$ cat config.mk
export PLATFORM = sky130hd
export DESIGN_NAME = muldiv_unit_flat
export DESIGN_NICKNAME = d
export VERILOG_FILES = /design/src/rtl/muldiv_pkg.sv /design/src/rtl/muldiv_if.sv /design/src/rtl/muldiv_fsm.sv /design/src/rtl/muldiv_unit.sv /design/src/flat_wrapper.sv
export SDC_FILE = /design/constraint.sdc
export NUM_CORES = 1
export LEC_CHECK = 0
export ABC_AREA = 1
export CELL_PAD_IN_SITES_DETAIL_PLACEMENT = 1
export CELL_PAD_IN_SITES_GLOBAL_PLACEMENT = 1
export CORE_ASPECT_RATIO = 1.2
export CORE_UTILIZATION = 43
export CTS_CLUSTER_DIAMETER = 40
export DETAILED_ROUTE_END_ITERATION = 16
export PLACE_DENSITY_LB_ADDON = 0.1
export SETUP_SLACK_MARGIN = 0.1
export SYNTH_ARGS = -nofsm -noshare
export SYNTH_HDL_FRONTEND = slang
export SYNTH_SLANG_ARGS = --single-unit
export TNS_END_PERCENT = 30
$ cat constraint.sdc
create_clock -name clk -period 11.8 [get_ports clk]
set_input_delay 1.77 -clock clk [delete_from_list [all_inputs] [get_ports clk]]
set_output_delay 1.77 -clock clk [all_outputs]
set_load 0.02 [all_outputs]
$ cat src/rtl/muldiv_pkg.sv
// muldiv_pkg: shared definitions for the iterative RV32M multiply/divide unit.
//   - Funct3 operation codes (MUL .. REMU)
//   - FSM state enum (IDLE, CALC, FIXUP, DONE)
//   - decode helpers: is_div, is_mul_high, is_signed_a, is_signed_b
package muldiv_pkg;

  localparam logic [2:0] F_MUL    = 3'b000;
  localparam logic [2:0] F_MULH   = 3'b001;
  localparam logic [2:0] F_MULHSU = 3'b010;
  localparam logic [2:0] F_MULHU  = 3'b011;
  localparam logic [2:0] F_DIV    = 3'b100;
  localparam logic [2:0] F_DIVU   = 3'b101;
  localparam logic [2:0] F_REM    = 3'b110;
  localparam logic [2:0] F_REMU   = 3'b111;

  typedef enum logic [1:0] {IDLE, CALC, FIXUP, DONE} state_t;

  function automatic logic is_div(input logic [2:0] f);
    return (f == F_DIV) || (f == F_DIVU) || (f == F_REM) || (f == F_REMU);
  endfunction

  function automatic logic is_mul_high(input logic [2:0] f);
    return (f == F_MULH) || (f == F_MULHSU) || (f == F_MULHU);
  endfunction

  // MULHSU treats rs1 as signed and rs2 as unsigned.
  function automatic logic is_signed_a(input logic [2:0] f);
    return (f == F_MULH) || (f == F_MULHSU) || (f == F_DIV) || (f == F_REM);
  endfunction

  function automatic logic is_signed_b(input logic [2:0] f);
    return (f == F_MULH) || (f == F_DIV) || (f == F_REM);
  endfunction

endpackage

$ cat src/rtl/muldiv_if.sv
// muldiv_if: request/response bundle between the execute stage and muldiv_unit.
//   master (core side): drives Start, Funct3, SrcA, SrcB, Flush; reads Busy, Done, Result
//   slave  (unit side): the reverse
interface muldiv_if #(
  parameter int XLEN = 32
);
  logic            Start;
  logic [2:0]      Funct3;
  logic [XLEN-1:0] SrcA;
  logic [XLEN-1:0] SrcB;
  logic            Flush;
  logic            Busy;
  logic            Done;
  logic [XLEN-1:0] Result;

  modport master (
    output Start, Funct3, SrcA, SrcB, Flush,
    input  Busy, Done, Result
  );

  modport slave (
    input  Start, Funct3, SrcA, SrcB, Flush,
    output Busy, Done, Result
  );
endinterface

$ cat src/rtl/muldiv_fsm.sv
// muldiv_fsm: control for muldiv_unit.
//   clk, rst : clock, async active-high reset
//   start    : request from the core
//   flush    : pipeline abort, overrides start
//   special  : request needs no iterations (div-by-zero / signed overflow)
//   busy     : registered, high in CALC and FIXUP
//   done     : registered, high in DONE
//   accept   : operands are captured at this edge
//   calc     : datapath iterates this cycle
//   fix_en   : result register is written this cycle
module muldiv_fsm
  import muldiv_pkg::*;
#(
  parameter int XLEN = 32
) (
  input  logic clk,
  input  logic rst,
  input  logic start,
  input  logic flush,
  input  logic special,
  output logic busy,
  output logic done,
  output logic accept,
  output logic calc,
  output logic fix_en
);

  localparam int CW = $clog2(XLEN + 1);

  state_t        state;
  logic [CW-1:0] cnt;

  // Start is only honoured when idle or finishing; flush always wins.
  assign accept = start && !flush && (state == IDLE || state == DONE);
  assign calc   = (state == CALC);
  assign fix_en = (state == FIXUP) && !flush;

  // busy/done are registered alongside the state so they track its decode.
  always_ff @(posedge clk or posedge rst) begin
    if (rst) begin
      state <= IDLE;
      cnt   <= '0;
      busy  <= 1'b0;
      done  <= 1'b0;
    end else if (flush) begin
      state <= IDLE;
      cnt   <= '0;
      busy  <= 1'b0;
      done  <= 1'b0;
    end else begin
      case (state)
        IDLE, DONE: begin
          cnt  <= '0;
          done <= 1'b0;
          if (start) begin
            state <= special ? FIXUP : CALC;
            busy  <= 1'b1;
          end else begin
            state <= IDLE;
            busy  <= 1'b0;
          end
        end
        CALC: begin
          busy <= 1'b1;
          done <= 1'b0;
          if (cnt == CW'(XLEN - 1)) state <= FIXUP;
          else                      cnt   <= cnt + CW'(1);
        end
        FIXUP: begin
          state <= DONE;
          busy  <= 1'b0;
          done  <= 1'b1;
        end
        default: begin
          state <= IDLE;
          busy  <= 1'b0;
          done  <= 1'b0;
        end
      endcase
    end
  end

endmodule

$ cat src/rtl/muldiv_unit.sv
// muldiv_unit: iterative RV32M multiply/divide, one result bit per cycle.
//   clk, rst : clock, async active-high reset
//   bus      : muldiv_if slave (Start/Funct3/SrcA/SrcB/Flush in, Busy/Done/Result out)
// Operands are reduced to magnitudes at accept; CALC runs XLEN shift-add or
// restoring-divide steps; FIXUP re-applies the sign and writes Result.
module muldiv_unit
  import muldiv_pkg::*;
#(
  parameter int XLEN = 32
) (
  input  logic    clk,
  input  logic    rst,
  muldiv_if.slave bus
);

  localparam logic [XLEN-1:0] MIN_NEG = {1'b1, {(XLEN-1){1'b0}}};

  logic busy, done, accept, calc, fix_en;

  // ---- accept-time decode -------------------------------------------------
  logic            sa, sb, in_dz, in_ovf, special;
  logic [XLEN-1:0] a_abs, b_abs;

  assign sa      = is_signed_a(bus.Funct3) & bus.SrcA[XLEN-1];
  assign sb      = is_signed_b(bus.Funct3) & bus.SrcB[XLEN-1];
  assign a_abs   = sa ? -bus.SrcA : bus.SrcA;
  assign b_abs   = sb ? -bus.SrcB : bus.SrcB;
  assign in_dz   = is_div(bus.Funct3) && (bus.SrcB == '0);
  assign in_ovf  = ((bus.Funct3 == F_DIV) || (bus.Funct3 == F_REM)) &&
                   (bus.SrcA == MIN_NEG) && (bus.SrcB == '1);
  assign special = in_dz | in_ovf;

  muldiv_fsm #(.XLEN(XLEN)) u_fsm (
    .clk     (clk),
    .rst     (rst),
    .start   (bus.Start),
    .flush   (bus.Flush),
    .special (special),
    .busy    (busy),
    .done    (done),
    .accept  (accept),
    .calc    (calc),
    .fix_en  (fix_en)
  );

  // ---- datapath registers -------------------------------------------------
  logic [2:0]        op;
  logic [XLEN-1:0]   a_raw, mcand, divisor, quo, rem, res;
  logic [2*XLEN-1:0] acc;        // {product high, multiplier/product low}
  logic              neg_q, neg_a, dz, ovf;

  // Multiply step: add multiplicand into the high half when the current
  // multiplier bit is set, then shift the whole accumulator right.
  logic [XLEN-1:0]   addend;
  logic [XLEN:0]     sum;
  logic [2*XLEN-1:0] acc_nx;
  assign addend = acc[0] ? mcand : '0;
  assign sum    = {1'b0, acc[2*XLEN-1:XLEN]} + {1'b0, addend};
  assign acc_nx = {sum, acc[XLEN-1:1]};

  // Restoring divide step on an XLEN+1-bit partial remainder. After the
  // restore the remainder is below the divisor, so XLEN bits hold it.
  logic [XLEN:0]   part;
  logic            ge;
  logic [XLEN-1:0] rem_nx, quo_nx;
  assign part   = {rem, quo[XLEN-1]};
  assign ge     = (part >= {1'b0, divisor});
  assign rem_nx = ge ? XLEN'(part - {1'b0, divisor}) : part[XLEN-1:0];
  assign quo_nx = {quo[XLEN-2:0], ge};

  always_ff @(posedge clk or posedge rst) begin
    if (rst) begin
      op      <= '0;
      a_raw   <= '0;
      mcand   <= '0;
      divisor <= '0;
      neg_q   <= 1'b0;
      neg_a   <= 1'b0;
      dz      <= 1'b0;
      ovf     <= 1'b0;
      acc     <= '0;
      quo     <= '0;
      rem     <= '0;
    end else if (accept) begin
      op      <= bus.Funct3;
      a_raw   <= bus.SrcA;
      mcand   <= a_abs;
      divisor <= b_abs;
      neg_q   <= sa ^ sb;
      neg_a   <= sa;
      dz      <= in_dz;
      ovf     <= in_ovf;
      acc     <= {{XLEN{1'b0}}, b_abs};
      quo     <= a_abs;
      rem     <= '0;
    end else if (calc) begin
      if (is_div(op)) begin
        rem <= rem_nx;
        quo <= quo_nx;
      end else begin
        acc <= acc_nx;
      end
    end
  end

  // ---- sign fix and output select ----------------------------------------
  logic [2*XLEN-1:0] prod;
  logic [XLEN-1:0]   q_s, r_s, fix;
  assign prod = neg_q ? -acc : acc;
  assign q_s  = neg_q ? -quo : quo;
  assign r_s  = neg_a ? -rem : rem;

  // op[1] separates REM/REMU from DIV/DIVU.
  always_comb begin
    fix = '0;
    if (!is_div(op))       fix = is_mul_high(op) ? prod[2*XLEN-1:XLEN] : prod[XLEN-1:0];
    else if (dz)           fix = op[1] ? a_raw : '1;
    else if (ovf)          fix = op[1] ? '0 : a_raw;
    else                   fix = op[1] ? r_s : q_s;
  end

  always_ff @(posedge clk or posedge rst) begin
    if (rst)         res <= '0;
    else if (fix_en) res <= fix;
  end

  assign bus.Busy   = busy;
  assign bus.Done   = done;
  assign bus.Result = res;

endmodule

$ cat src/flat_wrapper.sv
// flat-port wrapper written by rule: the top's interface ports become plain ports
module muldiv_unit_flat import muldiv_pkg::*;
#(
  parameter int XLEN = 32
)
  (clk, rst, bus_Start, bus_Funct3, bus_SrcA, bus_SrcB, bus_Flush, bus_Busy, bus_Done, bus_Result);
  muldiv_if #(.XLEN(XLEN)) bus_i ();
  input  logic clk;
  input  logic rst;
  input wire logic [$bits(bus_i.Start)-1:0] bus_Start;
  input wire logic [$bits(bus_i.Funct3)-1:0] bus_Funct3;
  input wire logic [$bits(bus_i.SrcA)-1:0] bus_SrcA;
  input wire logic [$bits(bus_i.SrcB)-1:0] bus_SrcB;
  input wire logic [$bits(bus_i.Flush)-1:0] bus_Flush;
  output wire logic [$bits(bus_i.Busy)-1:0] bus_Busy;
  output wire logic [$bits(bus_i.Done)-1:0] bus_Done;
  output wire logic [$bits(bus_i.Result)-1:0] bus_Result;
  assign bus_i.Start = bus_Start;
  assign bus_i.Funct3 = bus_Funct3;
  assign bus_i.SrcA = bus_SrcA;
  assign bus_i.SrcB = bus_SrcB;
  assign bus_i.Flush = bus_Flush;
  assign bus_Busy = bus_i.Busy;
  assign bus_Done = bus_i.Done;
  assign bus_Result = bus_i.Result;
  muldiv_unit #(.XLEN(XLEN)) u_core (.clk(clk), .rst(rst), .bus(bus_i));
endmodule
======== Word-level counts from Yosys, hierarchy flattened ========
Cells that the tools add are included.
operators by class
  add/subtract/negate cells ............... 8
  bitwise operators ....................... 4
  multiplexer cells ....................... 36
  reductions and logical operators ........ 32
  equal/unequal tests ..................... 22
  magnitude comparators ................... 1
operator list
  operator                                        number
  two-way mux 32 bit                              19
  two-way mux 64 bit                              4
  negation 32 bit                                 4
  == test 32 bit (second input constant)          2
  negation 64 bit                                 1
  adder 32 x 32 -> 33 bit                         1
  >= comparator 33 x 32 -> 1 bit                  1
  logical NOT 32 bit                              1
  subtractor 32 bit                               1
  == test 3 bit (second input constant)           8
  logical OR 1 bit                                15
  two-way mux 6 bit                               2
  one-hot mux 6 bit (2 select lines)              1
  == test 3 x 2 -> 1 bit (second input constant)  3
  two-way mux 2 bit                               4
  adder 6 x 1 -> 6 bit (second input constant)    1
  == test 3 x 1 -> 1 bit (second input constant)  2
  == test 6 x 5 -> 1 bit (second input constant)  1
  logical AND 1 bit                               6
  != test 3 bit (second input constant)           2
  one-hot mux 2 bit (3 select lines)              1
  AND reduction 2 bit                             3
  == test 2 bit (second input constant)           2
  nonzero test 2 bit                              2
  other kinds (13)                                16
word-level totals
  input port bits ......................... 71
  flip-flop bits (word level) ............. 273

======== Depth between registers and ports, before layout ========
Gate-level depths: netlist of the first run.
  depth in word-level cells ............... 10
  depth in mapped cells ................... 18

======== Modules after synthesis ========
From an unflattened synthesis of the first run, not the netlist that was laid out.
unflattened totals
  cells, all modules ...................... 3687
  area total of the unflattened synthesis .. 22887.0 µm²
modules (own cells, without submodules)
  module       cells an instance  area an instance (µm²)  seq. area each (µm²)  times used
  muldiv_unit  3615               22272.6                 6556.3                1
  muldiv_fsm   72                 614.3                   250.2                 1

======== Worst setup path before layout of the first run ========
No wires, ideal clock.
  path type ............................... input to register
  start point ............................. in bus_SrcA[0]
  end point ............................... reg u_core.quo[28]
  buffers on the path ..................... 0
  stages on the path ...................... 15
  data required time ...................... 11.666 ns
  slack ................................... 8.581 ns
  arrival ................................. 3.085 ns
  cells stage by stage .................... inv_1 ha_1 nand2_1 nor2_1 nand2_1 inv_1 nand3_2 nor2_2 nand2_1 nor2_2 nand2_1 nand2_1 nand2_1 nand3_1 o211ai_1
between the ends
  longest elaborated chain between the ends .. 3
RTL lines
  what                  RTL line            RTL
  start, declared       flat_wrapper.sv:12  input wire logic [$bits(bus_i.SrcA)-1:0] bus_SrcA;
  negation 32 bit       muldiv_unit.sv:26   assign a_abs = sa ? -bus.SrcA : bus.SrcA;
  two-way mux 32 bit    muldiv_unit.sv:26
  two-way mux 32 bit    muldiv_unit.sv:84   end else if (accept) begin
  end signal, assigned  muldiv_unit.sv:94   quo <= a_abs;
  end signal, assigned  muldiv_unit.sv:99   quo <= quo_nx;
  end, declared         muldiv_unit.sv:48   logic [XLEN-1:0] a_raw, mcand, divisor, quo, rem, res;
No other way between the ends.
A chain may end at the register's enable or synchronous reset.

======== Worst setup path in the final report of the first run ========
  start point ............................. in bus_Flush
  end point ............................... reg u_core.acc[1]
between the ends
  longest elaborated chain between the ends .. 5
RTL lines
  what                                                                           RTL line            RTL
  start, declared                                                                flat_wrapper.sv:14  input wire logic [$bits(bus_i.Flush)-1:0] bus_Flush;
  logical NOT 1 bit (*)                                                          muldiv_fsm.sv:34    assign accept = start && !flush && (state == IDLE || state == DONE);
  logical AND 1 bit (*) (2 in a row)                                             muldiv_fsm.sv:34
  != test 2 x 1 -> 1 bit (no source line) or nonzero test 2 bit (tied branches)  -
  AND reduction 2 bit (no source line)                                           -
  end signal, assigned                                                           muldiv_unit.sv:93   acc <= {{XLEN{1'b0}}, b_abs};
  end signal, assigned                                                           muldiv_unit.sv:101  acc <= acc_nx;
  end, declared                                                                  muldiv_unit.sv:49   logic [2*XLEN-1:0] acc;
Every way passes the cells marked *; elsewhere a longest branch is shown, timed or not.

==> metrics.cfg, run 1 <==
[logic_synthesis]
synth-async-reset-ratio=1.00
syn-num-nets=3796
ys_warn_count=0
ys.flop_type=dfrtp_1
ys_types=59
synth_area_mm2=0.0227
yosys-top-cells-area=dfrtp_1 (30%), nand2_1 (17%), nand3_1 (8.9%)
syn_inst=3650
avgSynthCellArea_um2=6.21
ys_seq_area_frac=0.300
synth_edf_count=0
synth_area_leader_cell=dfrtp_1
synth_top_cell_area_share=0.300
ys_ff_latch=272

[routing]
vias_per_cell=5.94
first_pass_iters=7
final_antenna_net_count=0
avgRoutedWirePerCell_um=23.6
drcViolationCount=0
drt_iter0_markers=1927
route.vias.total=26400
wirelength_um=105000

[setup_path]
r2r_slack_ns=7.89
reg2reg_depth=15
crit_path_end_kind=flop
crit_type=primary input to flop
start_kind=primary input
critPathArrivalTime_ns=5.11
cp.required_ns=12.24
crit_path_max_fanout=59

[clock_network]
clk-insertion-delay-late_ns=0.63
hold_buffers=0
clkSinkCount=272
post_cts_buffers=0
numCtsBuffers=55
ctsResizeCount=0
cts_tree=yes
clkTransAtPathRegs_ns=0.06
cts_root_buf=clkbuf_16
clockBufferDepth=3
cts-htree-levels=2

[hold_path]
min-delay-path-class=flop to flop
hold_path_depth=2

[power]
p_comb_frac=0.538
pwr-share-clk=0.223
switching_share=0.527
p_seq_frac=0.238
vdd_drop_max_mv=0.131
p_switching_mw=3.81
internal-power_mw=3.42
p_per_area_mw_per_mm2=277
leakage_nw=13.1

[sta]
final-hold-violation-count=0
worst_slack_ns=7.14
finalMaxSlewViolations=0
fin_crit_ns=4.66
setup_violations=0
clock-skew-final_ns=0.0379
finalCritPeriodShare=0.395
worst_pin_slew_ns=1.14
rsz0062_at_grt=false
tns_ns=0
slew_headroom=0.240
fmax_ghz=0.214

[cells_and_area]
layout-drive-gt1-share=0.0581
final_util=0.505
area_delta_synth_final_pct=15.2
final_cell_mix=nand2_1 (1033), inv_1 (465), nor2_1 (427)
nets=3855
final_cells=4451
fill_cells=7073
final_common_cell=nand2_1

[floorplanning]
die-width_um=212
dieArea_mm2=0.0537
die_h_um=254
ioPinCount=105
initial_core_util=0.439
rows=91
core_mm2=0.0517

[global_route]
grt_pass1_wl_um=159000
antenna_found_initial=1
grt_overflow_total=0
grt_max_degree=96
grt_pass1_vias=27100
track_usage=0.392

[placed_design]
numPortBuffers=104
dp_cells=4349
dp_hpwl_um=82500
place_congestion=1.06
pre_cts_ws_ns=6.69

[outcome]
outcome=complete, no violations

[flow_run]
maxCapViolCount=0

[cell families (layout without fill, tap and decap cells)]
| logic type | Yosys count | in the layout | share of synthesized area |
|---|---|---|---|
| AO/OA/AOI/OAI | 642 | 642 | 0.161 |
| XOR/XNOR | 26 | 26 | 0.0100 |
| AND/OR/NAND/NOR | 2030 | 2030 | 0.383 |
| adder cells (fa/ha/maj) | 75 | 75 | 0.0420 |
| buffers and inverters | 605 | 708 | 0.104 |
| flip-flops | 272 | 272 | 0.300 |
| other | 0 | 1 | 0 |
[stage by stage]
step	cell area, um^2	hold WS, ns	total power [mW]
CTS	26100	0.483	7.13
finish	26100	0.480	7.24
global placement	24200	0.462	5.34
floorplan	22700	0.446	3.99
global route	26100	0.498	7.64
detailed placement	24200	0.466	5.47
[layout make-up]
cell class	count	area, um^2	area share
Multi-Input combinational cell	2773	13500	0.518
Clock inverter	37	397	0.0152
Clock buffer	64	1490	0.0571
Inverter	483	1820	0.0697
Antenna cell	1	2.50	0.0000958
Tap cell	697	872	0.0334
Sequential cell	272	6810	0.261
Timing Repair Buffer	124	1190	0.0456
[routing by layer]
layer  wire (um)  global-route usage  up-vias
li1            -                   -    12000
met1       41500               0.469    13100
met2       49700               0.659     1011
met3        6240              0.0524      325
met4        7700               0.256        0
met5           0                   0        -
[power groups by stage]
stage	Combinational (mW)	Clock (mW)	Sequential (mW)
2_1_floorplan	2.41	0	1.58
3_3_place_gp	3.64	0	1.70
3_5_place_dp	3.76	0	1.71
4_1_cts	3.80	1.63	1.71
5_1_grt	4.22	1.66	1.75
6_report	3.90	1.62	1.72
[path summary, 6_finish.rpt]
check,start,endpoint
max in group asynchronous,rst,u_core.neg_q$_DFFE_PP0P_
worst min register to register,u_core.mcand[17]$_DFFE_PP0P_,u_core.mcand[17]$_DFFE_PP0P_
min in group asynchronous,rst,u_core.acc[18]$_DFFE_PP0P_
worst max register to register,u_core.acc[0]$_DFFE_PP0P_,u_core.acc[59]$_DFFE_PP0P_
worst min-delay path,u_core.mcand[17]$_DFFE_PP0P_,u_core.mcand[17]$_DFFE_PP0P_
worst max-delay path,bus_Flush,u_core.acc[1]$_DFFE_PP0P_
[worst max-delay path: stages]
cell,delay (ns)
clkdlybuf4s50_1,0.55
nor3_4,0.22
buf_4,0.55
inv_2,0.30
o21ai_4,0.11
buf_4,0.54
inv_1,0.61
a21oi_1,0.30
a22oi_1,0.10
[registers in the layout (all words and copies together) (netlist names), 2 cells and up]
| register | cells |
|---|---|
| u_core.divisor | 32 |
| u_core.rem | 32 |
| u_core.u_fsm.cnt | 6 |
| u_core.acc | 64 |
| u_core.a_raw | 31 |
| u_core.op | 3 |
| u_core.quo | 32 |
| u_core.bus.Result | 32 |
| u_core.mcand | 32 |
| u_core.u_fsm.state | 2 |
[cell usage after synthesis (11+ instances only)]
| master | instances |
|---|---|
| inv_1 | 467 |
| clkbuf_1 | 65 |
| o21ai_1 | 20 |
| buf_1 | 20 |
| nand2_1 | 1033 |
| nand3_1 | 405 |
| nand2_2 | 11 |
| nand3b_1 | 12 |
| o22ai_1 | 16 |
| buf_2 | 32 |
| a31oi_1 | 13 |
| o21ai_0 | 275 |
| o221ai_1 | 48 |
| a21oi_1 | 194 |
| dfrtp_1 | 272 |
| nand3_2 | 22 |
| nor3_1 | 38 |
| inv_2 | 12 |
| ha_1 | 73 |
| nor2_1 | 431 |
| o211ai_1 | 25 |
| nor2_2 | 14 |
| nand4_1 | 32 |
| xor2_1 | 19 |
| o21bai_1 | 15 |
(Power assumes the default switching activity.)
==> run 2, diff against run 1 <==
--- a/config.mk
+++ b/config.mk
@@ -9,7 +9,7 @@
 export CELL_PAD_IN_SITES_DETAIL_PLACEMENT = 1
 export CELL_PAD_IN_SITES_GLOBAL_PLACEMENT = 1
 export CORE_ASPECT_RATIO = 1.2
-export CORE_UTILIZATION = 43
+export CORE_UTILIZATION = 40
 export CTS_CLUSTER_DIAMETER = 40
 export DETAILED_ROUTE_END_ITERATION = 16
 export PLACE_DENSITY_LB_ADDON = 0.1
==> constraint.sdc (replaced) <==
create_clock -name clk -period 3.95 [get_ports clk]
set_input_delay 0.5925 -clock clk [delete_from_list [all_inputs] [get_ports clk]]
set_output_delay 0.5925 -clock clk [all_outputs]
set_load 0.02 [all_outputs]
==> metrics.cfg, run 2 (same netlist as run 1, synthesis figures left out) <==
[sta]
finalCritPeriodShare=0.769
timing.hold.ws_ns=0.394
clock-skew-final_ns=0.0282
rsz0062_at_grt=false
setup_violations=0
fin_crit_ns=3.04
final-hold-violation-count=0
fmax_ghz=0.329
slew_headroom=0.348
finalMaxSlewViolations=0
worst_pin_slew_ns=0.970

[placed_design]
placed_cell_area_mm2=0.0244
dp_hpwl_um=86200
dp_cells=4391
numPortBuffers=104
place_congestion=0.976

[setup_path]
slowest_delay_ns=0.43
start_kind=flop
worst-path-buf-inv=3
reg2reg_depth=13
cp.required_ns=4.44
critPathArrivalTime_ns=3.52
crit_path_end_kind=flop
worstReg2RegStart=u_core.acc[0]$_DFFE_PP0P_
path_delay_family=compound AO/OA/AOI/OAI gates
cp_slowest_cell=o21ai_0
crit_chain=buf_4, nand2_1, fa_1, inv_1, nand2_1, o21ai_2, inv_1, nor2_1, nor2_1, o21ai_0, nand3_1, a21oi_1, o22ai_1
crit_type=flop to flop
crit_path_max_fanout=31
startpoint=u_core.acc[0]$_DFFE_PP0P_
r2r_slack_ns=0.91
timing.rr.end=u_core.acc[59]$_DFFE_PP0P_

[clock_network]
clkTransAtPathRegs_ns=0.05
cts_tree=yes
cts_root_buf=clkbuf_16
numCtsBuffers=55
clk-insertion-delay-late_ns=0.63
post_cts_buffers=0
ctsResizeCount=0
clockBufferDepth=3
hold_buffers=0
clkSinkCount=272
cts-htree-levels=2

[power]
internal-power_mw=10.6
vdd_drop_max_mv=0.607
switching_share=0.517
p_per_area_mw_per_mm2=831
power_mw=21.9
pwr-share-clk=0.234
p_seq_frac=0.235
p_switching_mw=11.3
p_comb_frac=0.531
leakage_nw=13.2

[cells_and_area]
largest-register=u_core.acc
final_common_cell=nand2_1
nets=3867
final_cells=4494
diodes=0
layout-drive-gt1-share=0.0621
largest_register_ffs=64
area_delta_synth_final_pct=16.5
final_cell_mix=nand2_1 (1033), inv_1 (465), nor2_1 (427)
final_area_mm2=0.0264

[global_route]
antenna_found_initial=3
track_usage=0.374
grt_overflow_total=0
grt_max_degree=121
grt_pass1_wl_um=164000
grt_pass1_vias=27100

[routing]
vias_per_cell=5.84
route.vias.total=26300
avgRoutedWirePerCell_um=24.1
drcViolationCount=0
first_pass_iters=5
wirelength_um=108000
drt_iter0_markers=2043
final_antenna_net_count=0

[floorplanning]
die-width_um=219
core_mm2=0.0560
dieArea_mm2=0.0577
die_h_um=263
rows=95
ioPinCount=105
initial_core_util=0.405

[outcome]
outcome=complete, no violations

[hold_path]
min-delay-path-class=primary input to async pin

[flow_run]
maxCapViolCount=0

-- run 2: area by class of cell --
type / instances / area, um^2
clock buffers: 59 / 1410
clock inverters: 44 / 592
fillers: 7514 / 29600
inverters: 483 / 1820
multi-input cells: 2773 / 13500
flip-flops and latches: 272 / 6810
well taps: 727 / 910
repair buffers: 136 / 1340
-- run 2: how the worst max path moves through the flow --
stage                                         to  cells after the start
5_1_grt               u_core.acc[59]$_DFFE_PP0P_                     13
3_3_place_gp   u_core.u_fsm.state[0]$_DFFE_PP0P_                     14
6_report              u_core.acc[59]$_DFFE_PP0P_                     13
3_5_place_dp   u_core.u_fsm.state[0]$_DFFE_PP0P_                     14
4_1_cts               u_core.acc[59]$_DFFE_PP0P_                     13
2_1_floorplan       u_core.a_raw[10]$_DFFE_PP0P_                      1
-- run 2: routing by layer --
layer,global-route usage,routed length (um),vias to the layer above,part of all wire
li1,-,-,12100,-
met1,0.465,43900,13000,0.41
met2,0.630,52000,867,0.48
met3,0.0416,5910,279,0.055
met4,0.200,6300,4,0.058
met5,0,27,-,0.00025
-- run 2: power groups by stage --
| stage | Sequential [mW] | Combinational (mW) | Clock (mW) |
|---|---|---|---|
| 2_1_floorplan | 4.73 | 7.20 | 0 |
| 3_3_place_gp | 5.09 | 11.1 | 0 |
| 3_5_place_dp | 5.12 | 11.4 | 0 |
| 4_1_cts | 5.10 | 11.5 | 5.16 |
| 5_1_grt | 5.24 | 12.7 | 5.28 |
| 6_report | 5.15 | 11.6 | 5.15 |
-- run 2: through the flow --
| stage | setup WS (ns) | utilization | setup TNS (ns) |
|---|---|---|---|
| 6_report | 0.913 | 0.472 | 0 |
| 5_1_grt | 0.737 | 0.472 | 0 |
| 4_1_cts | 0.999 | 0.472 | 0 |
| 3_5_place_dp | 0.425 | 0.436 | 0 |
| 3_3_place_gp | 0.556 | 0.436 | 0 |
| 2_1_floorplan | -0.238 | - | -64.71 |
